## config.mk

```make
export PLATFORM = sky130hd
export DESIGN_NAME = uart_rx
export DESIGN_NICKNAME = d
export VERILOG_FILES = /design/src/rtl/uart_pkg.sv /design/src/rtl/sync_2ff.sv /design/src/rtl/uart_rx.sv
export SDC_FILE = /design/constraint.sdc
export NUM_CORES = 1
export LEC_CHECK = 0
export CAP_MARGIN = 10
export CORE_UTILIZATION = 60
export CTS_CLUSTER_SIZE = 20
export DETAILED_ROUTE_END_ITERATION = 8
export GPL_ROUTABILITY_DRIVEN = 0
export GPL_TIMING_DRIVEN = 1
export HOLD_SLACK_MARGIN = 0.05
export PLACE_DENSITY = 0.83
export REMOVE_ABC_BUFFERS = 1
export SETUP_SLACK_MARGIN = 0.5
export SLEW_MARGIN = 10
export SYNTH_ARGS = -nofsm -noshare
export SYNTH_HDL_FRONTEND = slang
export SYNTH_SLANG_ARGS = --single-unit
```

## constraint.sdc

```tcl
create_clock -name clk -period 4.9 [get_ports clk]
set_input_delay 0.735 -clock clk [delete_from_list [all_inputs] [get_ports clk]]
set_output_delay 0.735 -clock clk [all_outputs]
set_load 0.02 [all_outputs]
```

## src/rtl/uart_pkg.sv

```systemverilog
// uart_pkg: definitions shared by the UART receiver and the future transmitter.
//   state_t        - receiver/transmitter frame state
//   PAR_*          - parity mode encodings for the PAR_MODE parameter
//   OVERSAMPLE     - s_tick strobes per bit period
//   MID_START      - tick index that lands in the middle of the start bit
//   parity_bad()   - parity check helper for a received frame
package uart_pkg;

    typedef enum logic [2:0] {
        IDLE   = 3'd0,
        START  = 3'd1,
        DATA   = 3'd2,
        PARITY = 3'd3,
        STOP   = 3'd4
    } state_t;

    localparam int PAR_NONE = 0;
    localparam int PAR_EVEN = 1;
    localparam int PAR_ODD  = 2;

    localparam int OVERSAMPLE = 16;
    localparam int MID_START  = 7;

    // data_xor is the XOR reduction of the data word, par_bit the received
    // parity bit; returns 1 when the pair violates the selected parity.
    function automatic logic parity_bad(input logic data_xor,
                                        input logic par_bit,
                                        input int   mode);
        logic bad;
        case (mode)
            PAR_EVEN: bad = data_xor ^ par_bit;
            PAR_ODD:  bad = ~(data_xor ^ par_bit);
            default:  bad = 1'b0;
        endcase
        return bad;
    endfunction

endpackage

```

## src/rtl/sync_2ff.sv

```systemverilog
// sync_2ff: generic two-flop synchronizer for an asynchronous single-bit input.
//   clk    - destination clock
//   reset  - asynchronous active-high reset, loads RST_VAL into both flops
//   d      - asynchronous input
//   q      - synchronized output (2 clk latency)
module sync_2ff #(
    parameter logic RST_VAL = 1'b1
) (
    input  logic clk,
    input  logic reset,
    input  logic d,
    output logic q
);

    logic [1:0] sync_r;

    // Two-stage shift toward the clk domain.
    always_ff @(posedge clk or posedge reset) begin
        if (reset) begin
            sync_r <= {2{RST_VAL}};
        end else begin
            sync_r <= {sync_r[0], d};
        end
    end

    assign q = sync_r[1];

endmodule

```

## src/rtl/uart_rx.sv

```systemverilog
// uart_rx: 16x-oversampling UART receiver, LSB first, optional parity.
//   clk          - system clock
//   reset        - asynchronous active-high reset
//   s_tick       - one-clk oversample strobe, 16 per bit period
//   rx           - asynchronous serial input, idle high
//   dout         - last received data word
//   rx_done_tick - one-clk pulse when a frame completes
//   frame_err    - stop bit was sampled low on the last frame
//   parity_err   - parity mismatch on the last frame (0 when PAR_MODE=0)
module uart_rx
    import uart_pkg::*;
#(
    parameter int DBIT     = 8,
    parameter int SB_TICK  = 16,
    parameter int PAR_MODE = 0
) (
    input  logic            clk,
    input  logic            reset,
    input  logic            s_tick,
    input  logic            rx,
    output logic [DBIT-1:0] dout,
    output logic            rx_done_tick,
    output logic            frame_err,
    output logic            parity_err
);

    localparam logic [4:0] S_MID       = 5'(MID_START);
    localparam logic [4:0] S_BIT_LAST  = 5'(OVERSAMPLE - 1);
    localparam logic [4:0] S_STOP_LAST = 5'(SB_TICK - 1);
    localparam logic [2:0] N_LAST      = 3'(DBIT - 1);

    logic            rx_s;
    state_t          state_r,      state_next_s;
    logic [4:0]      s_cnt_r,      s_cnt_next_s;
    logic [2:0]      n_cnt_r,      n_cnt_next_s;
    logic [DBIT-1:0] b_reg_r,      b_reg_next_s;
    logic            par_bad_r,    par_bad_next_s;
    logic [DBIT-1:0] dout_r,       dout_next_s;
    logic            done_r,       done_next_s;
    logic            frame_err_r,  frame_err_next_s;
    logic            parity_err_r, parity_err_next_s;

    sync_2ff #(.RST_VAL(1'b1)) u_sync_rx (
        .clk   (clk),
        .reset (reset),
        .d     (rx),
        .q     (rx_s)
    );

    // State, counters, shift register and registered outputs.
    always_ff @(posedge clk or posedge reset) begin
        if (reset) begin
            state_r      <= IDLE;
            s_cnt_r      <= 5'd0;
            n_cnt_r      <= 3'd0;
            b_reg_r      <= '0;
            par_bad_r    <= 1'b0;
            dout_r       <= '0;
            done_r       <= 1'b0;
            frame_err_r  <= 1'b0;
            parity_err_r <= 1'b0;
        end else begin
            state_r      <= state_next_s;
            s_cnt_r      <= s_cnt_next_s;
            n_cnt_r      <= n_cnt_next_s;
            b_reg_r      <= b_reg_next_s;
            par_bad_r    <= par_bad_next_s;
            dout_r       <= dout_next_s;
            done_r       <= done_next_s;
            frame_err_r  <= frame_err_next_s;
            parity_err_r <= parity_err_next_s;
        end
    end

    // Next-state decode; every transition except IDLE->START waits on s_tick.
    always_comb begin
        state_next_s = state_r;
        case (state_r)
            IDLE: begin
                if (!rx_s) state_next_s = START;
                else       state_next_s = IDLE;
            end
            START: begin
                // Line back high at mid start bit means it was a glitch.
                if (s_tick && (s_cnt_r == S_MID)) state_next_s = rx_s ? IDLE : DATA;
                else                              state_next_s = START;
            end
            DATA: begin
                if (s_tick && (s_cnt_r == S_BIT_LAST) && (n_cnt_r == N_LAST))
                    state_next_s = (PAR_MODE != PAR_NONE) ? PARITY : STOP;
                else
                    state_next_s = DATA;
            end
            PARITY: begin
                if (s_tick && (s_cnt_r == S_BIT_LAST)) state_next_s = STOP;
                else                                   state_next_s = PARITY;
            end
            STOP: begin
                if (s_tick && (s_cnt_r == S_STOP_LAST)) state_next_s = IDLE;
                else                                    state_next_s = STOP;
            end
            default: state_next_s = IDLE;
        endcase
    end

    // Counter, shift register and output updates for the current state.
    always_comb begin
        s_cnt_next_s      = s_cnt_r;
        n_cnt_next_s      = n_cnt_r;
        b_reg_next_s      = b_reg_r;
        par_bad_next_s    = par_bad_r;
        dout_next_s       = dout_r;
        done_next_s       = 1'b0;
        frame_err_next_s  = frame_err_r;
        parity_err_next_s = parity_err_r;
        case (state_r)
            IDLE: begin
                if (!rx_s) s_cnt_next_s = 5'd0;
                else       s_cnt_next_s = s_cnt_r;
            end
            START: begin
                if (!s_tick) begin
                    s_cnt_next_s = s_cnt_r;
                end else if (s_cnt_r == S_MID) begin
                    s_cnt_next_s = 5'd0;
                    n_cnt_next_s = 3'd0;
                end else begin
                    s_cnt_next_s = s_cnt_r + 5'd1;
                end
            end
            DATA: begin
                if (!s_tick) begin
                    s_cnt_next_s = s_cnt_r;
                end else if (s_cnt_r == S_BIT_LAST) begin
                    s_cnt_next_s = 5'd0;
                    b_reg_next_s = {rx_s, b_reg_r[DBIT-1:1]};
                    if (n_cnt_r == N_LAST) n_cnt_next_s = n_cnt_r;
                    else                   n_cnt_next_s = n_cnt_r + 3'd1;
                end else begin
                    s_cnt_next_s = s_cnt_r + 5'd1;
                end
            end
            PARITY: begin
                if (!s_tick) begin
                    s_cnt_next_s = s_cnt_r;
                end else if (s_cnt_r == S_BIT_LAST) begin
                    s_cnt_next_s   = 5'd0;
                    par_bad_next_s = parity_bad(^b_reg_r, rx_s, PAR_MODE);
                end else begin
                    s_cnt_next_s = s_cnt_r + 5'd1;
                end
            end
            STOP: begin
                if (!s_tick) begin
                    s_cnt_next_s = s_cnt_r;
                end else if (s_cnt_r == S_STOP_LAST) begin
                    s_cnt_next_s      = 5'd0;
                    dout_next_s       = b_reg_r;
                    frame_err_next_s  = ~rx_s;
                    parity_err_next_s = (PAR_MODE != PAR_NONE) ? par_bad_r : 1'b0;
                    done_next_s       = 1'b1;
                end else begin
                    s_cnt_next_s = s_cnt_r + 5'd1;
                end
            end
            default: begin
                s_cnt_next_s = 5'd0;
            end
        endcase
    end

    assign dout         = dout_r;
    assign rx_done_tick = done_r;
    assign frame_err    = frame_err_r;
    assign parity_err   = parity_err_r;

endmodule
```

Yosys cells after proc, flatten, opt, wreduce, memory -nomap -nowiden
Index checks and enable logic that the tools add are counted.

storage, ports and cells
  output and inout bits = 11
  memory bits (read-only) = 0
  memory bits (writable) = 0
  input port bits = 4
  logic and storage cells = 57
  latch bits = 0
  register bits = 31
  memories kept = 0

operators by class
  order comparisons = 0
  divide/modulo/power cells = 0
  bitwise operators = 1
  add/subtract/negate cells = 2
  multiply operators = 0
  muxes and demuxes = 22
  reduce and logical (&&, ||, !) cells = 10
  equality and inequality tests = 14
  shift-type cells = 0

operator list
  operator                                        count
  2-to-1 mux 5 bit                                5
  2-to-1 mux 3 bit                                8
  case mux 3 bit (5 select lines)                 1
  case mux 5 bit (3 select lines)                 1
  != test 2 bit (second input constant)           6
  AND reduction 3 bit                             3
  == test 3 x 2 -> 1 bit (second input constant)  2
  == test 3 bit (second input constant)           2
  case mux 3 bit (2 select lines)                 1
  AND reduction 6 bit                             1
  adder 5 x 1 -> 5 bit (second input constant)    1
  == test 5 x 3 -> 1 bit (second input constant)  1
  == test 5 x 4 -> 1 bit (second input constant)  1
  2-to-1 mux 1 bit                                4
  2-to-1 mux 2 bit                                2
  adder 3 x 1 -> 3 bit (second input constant)    1
  == test 3 x 1 -> 1 bit (second input constant)  1
  logical AND 1 bit                               3
  logical NOT 3 bit                               1
  OR reduction 3 bit                              1
  != test 2 x 1 -> 1 bit (second input constant)  1
  nonzero test 2 bit                              1
  NOT 1 bit                                       1

Longest topological paths before layout
  depth after elaboration = 5
  depth in mapped cells = 7

Modules after synthesis
From an unflattened synthesis, not the netlist that was laid out.

second synthesis, totals
  cells, all modules = 123
  area, all modules = 1,490.2 um2

modules (own cells, without submodules)
  module    cells an instance  instances  area each (um2)
  uart_rx   120                1          1,433.9
  sync_2ff  3                  1          56.3

Worst setup path after synthesis
No wires, ideal clock.

  path kind = flip-flop to flip-flop
  start = register s_cnt_r[0]
  end = register dout_r[0] (netlist: dout[0])
  period minus slack after synthesis = 1,933 ps
  cell stages (with the launch flop) = 7
  path buffers = 0
  setup slack = 2,967 ps
  data required time = 4,775 ps
  arrival time = 1,808 ps
  cells stage by stage = dfrtp_1 ha_1 and3_1 ha_1 nand2_1 nor2_4 mux2_2

on the way
  longest elaborated chain between the ends = 2

ends and longest elaborated chain
  what                                  RTL line        source
  from (decl)                           uart_rx.sv:34   logic [4:0] s_cnt_r, s_cnt_next_s;
  from (signal assigned)                uart_rx.sv:64   s_cnt_r <= s_cnt_next_s;
  == test 5 x 4 -> 1 bit                uart_rx.sv:156  end else if (s_cnt_r == S_STOP_LAST) begin
  AND reduction 3 bit (no source line)  -
  to (signal assigned)                  uart_rx.sv:68   dout_r <= dout_next_s;
  to (decl)                             uart_rx.sv:38   logic [DBIT-1:0] dout_r, dout_next_s;

Every way passes these cells.
A chain may end at the register's enable or synchronous reset.

Worst setup path after layout
  start = register s_cnt_r[0]
  end = register dout_r[2] (netlist: dout[2])

The elaborated chain is that of the path after synthesis.

==> metrics.txt <==
run status=complete, no violations; EDFF count, synth=0; Buffers on Ports=13; Post-Syn Area=1549 um^2; Worst EP required=5.11 ns; Max clock buf depth=2; Ports=15; FF-to-FF Start=s_cnt_r[0]$_DFFE_PP0P_; drt total wl=2708 um; root buffer cell=clkbuf_4; critical path class=reg -> reg; core area=2455 um^2; share of cells above drive strength 1=between 20% and 30%; largest area contributor in the netlist=dfrtp_1; clock buffer count from CTS=5; PD cells=roughly 370 nW/um^2; RSZ-0062 raised after global routing=no; initial DRC count=18; largest net degree at the start of global routing=32; Rows=18; synthesized area per cell=roughly 12 um^2; drt first pass iters=4; CP endpoint kind=flip-flop; Worst setup SP type=flip-flop; TritonCTS clock tree=built; leakage dissipation=between 0.8 and 0.9 nW; DR vias=between 1,000 and 1,500; post-detail-place hpwl=1881 um; DR vias/cell=slightly below 6; synth unique cells=39; Max IR drop VDD=roughly 0.00026 V; clock transition at the registers of the reported paths=0.10 ns; Seq cells post-synth=31; initial core utilization=~63%; Die Y=about 53 um; initial antenna violation count=0; share of async-settable or async-resettable flops after synthesis=100.0%; Final Max Slew Viols=0; Crit path arrival time=~2.4 ns; Slew HR=between 50% and 60%; NumNets Final=around 160; CTS sink count=31; GRT Util Overall=23.23%; Tcrit/Tclk final=45.22%; cells after synthesis=between 100 and 150; CP startpoint=s_cnt_r[0]$_DFFE_PP0P_; Crit Path Max Fanout=10; setup TNS=0 ns; synth top area cells=dfrtp_1 47%, mux2_2 12%, ha_1 4.0%; FMAX=roughly 450 MHz; Seq/Total Area, Yosys=50.24%; max_cap viols=0; Synth Flop Type=dfrtp_1; CTS Hold Bufs=0; first-pass GRT wire length=about 4500 um; vias in the first global route=between 900 and 1,000; CTS H-tree depth=2; Post-CTS Setup Inserts=0; Yosys top cell area share=a little under half; post-layout util=71.71%; Final min period=about 2.2 ns; Worst-Margin Slew=around 0.63 ns; Hold Path Class=reg -> reg; hold_sp=u_sync_rx.sync_r[0]$_DFF_PP1_; Final ANT Viol Nets=0; die area=2789 um^2; fillers=roughly 190; Avg WL per Cell=around 15 um; ANT cells=0; drt drc=0; Die Span X=between 50 and 60 um; GRT overflow=0; Resized cells post-CTS=0; clk_lat worst skew=between 0.3 and 0.4 ns; Area Growth Syn to Fin=13.65%; # setup viols final=0; Post-Route Skew=between 0.01 and 0.015 ns; Yosys Warn Count=0; Final Hold Vio Count=0
==> synth_stat cells (2+ instances only) <==
library cell and n:
dfrtp_1 29, mux2_2 17, inv_1 8, nand2_1 8
nor2_1 7, ha_1 5, mux2i_1 4, nor2b_1 4
o21ai_0 4, a211oi_1 3, a21oi_1 3, nand3_1 3
a211o_1 2, and3_1 2, buf_2 2, buf_4 2
dfstp_2 2, nand2b_1 2, o21ai_1 2, o2bb2ai_1 2
==> path summary, 6_finish.rpt <==
check | endpoint | slack (ns) | cells past startpoint
max in group asynchronous | b_reg_r[5]$_DFFE_PP0P_ | 3.68 | 2
worst max-delay path | dout[2]$_DFFE_PP0P_ | 2.68 | 6
worst max register to register | dout[2]$_DFFE_PP0P_ | 2.68 | 6
worst min register to register | u_sync_rx.sync_r[1]$_DFF_PP1_ | 0.36 | 0
worst min-delay path | u_sync_rx.sync_r[1]$_DFF_PP1_ | 0.36 | 0
min in group asynchronous | dout[7]$_DFFE_PP0P_ | 0.80 | 2
==> cells by family (layout without fill, tap and decap cells) <==
family	after synthesis	in the layout	share of synthesized area, %
xor gates and xnor gates	1	1	0.5655
DFF	31	31	50.24
adders and majority gates	5	5	4.039
other	1	1	0.2421
muxes	21	21	14.94
buffers and inverters	12	29	3.554
and+or+nand+nor	39	39	16.48
AOI/OAI and AO/OA	20	20	9.936
==> layout by cell type, fill, tap and decap left out, types with 2 or more instances in the layout <==
| cell | netlist | final |
|---|---|---|
| dfrtp_1 | 29 | 29 |
| mux2_2 | 17 | 17 |
| clkdlybuf4s50_1 | 0 | 13 |
| nand2_1 | 8 | 8 |
| inv_1 | 8 | 7 |
| nor2_1 | 7 | 7 |
| ha_1 | 5 | 5 |
| clkbuf_4 | 0 | 5 |
| nor2b_1 | 4 | 4 |
| mux2i_1 | 4 | 4 |
| o21ai_0 | 4 | 4 |
| a211oi_1 | 3 | 3 |
| nand3_1 | 3 | 3 |
| a21oi_1 | 3 | 3 |
| nand2b_1 | 2 | 2 |
| o21ai_1 | 2 | 2 |
| o2bb2ai_1 | 2 | 2 |
| and3_1 | 2 | 2 |
| a211o_1 | 2 | 2 |
| clkbuf_8 | 0 | 2 |
| dfstp_2 | 2 | 2 |
==> state kept, by name, summed over array words and instances (netlist names) <==
name and cells:
s_cnt_r 5, frame_err 1, dout 8, b_reg_r 8, u_sync_rx.sync_r 2, rx_done_tick 1
n_cnt_r 3, state_r 3
==> where the power goes <==
| part | switching [W] | total, W | leakage [nW] | internal [W] |
|---|---|---|---|---|
| Clock | 0.0000855 | 0.000170 | 0.0386 | 0.0000844 |
| Sequential | 0.0000460 | 0.000335 | 0.401 | 0.000289 |
| Combinational | 0.0000740 | 0.000148 | 0.388 | 0.0000739 |
| Total | 0.000206 | 0.000653 | 0.828 | 0.000447 |
==> metal layers <==
layer  share of wire [%]  vias up  GRT usage [%]
li1                    -      490              -
met1                  42      522          27.53
met2                  52       24          36.92
met3                 4.2        6          9.275
met4                 1.7        0          10.09
met5                   0        -              0
==> final cells by class <==
cell class | instances | area [um^2] | share of cell area [%]
Sequential cell | 31 | 778.2 | 44.21
Multi-Input combinational cell | 87 | 715.7 | 40.65
Timing Repair Buffer | 13 | 130.1 | 7.392
Clock buffer | 8 | 68.82 | 3.909
Tap cell | 30 | 37.54 | 2.132
Inverter | 8 | 30.03 | 1.706
==> through the flow <==
step / instances / total power (W) / worst slack [ns] / instance area, um^2 / hold slack, ns
floorplan: 126 / 0.0004474 / 2.967 / 1524 / 0.3452
global placement: 169 / 0.0004729 / 2.509 / 1692 / 0.3463
detailed placement: 169 / 0.0004870 / 2.439 / 1692 / 0.3473
CTS: 177 / 0.0006576 / 2.702 / 1760 / 0.3607
global route: 177 / 0.0006947 / 2.561 / 1760 / 0.3699
finish: 177 / 0.0006529 / 2.684 / 1760 / 0.3589
==> worst max-delay path: stages, from the launching register on <==
cell and delay, ns:
dfrtp_1 0.39, ha_1 0.26, and3_1 0.21, ha_1 0.25, nand2_1 0.26, nor2_4 0.35, mux2_2 0.38
Note: power is estimated with default switching activity, not from simulation.
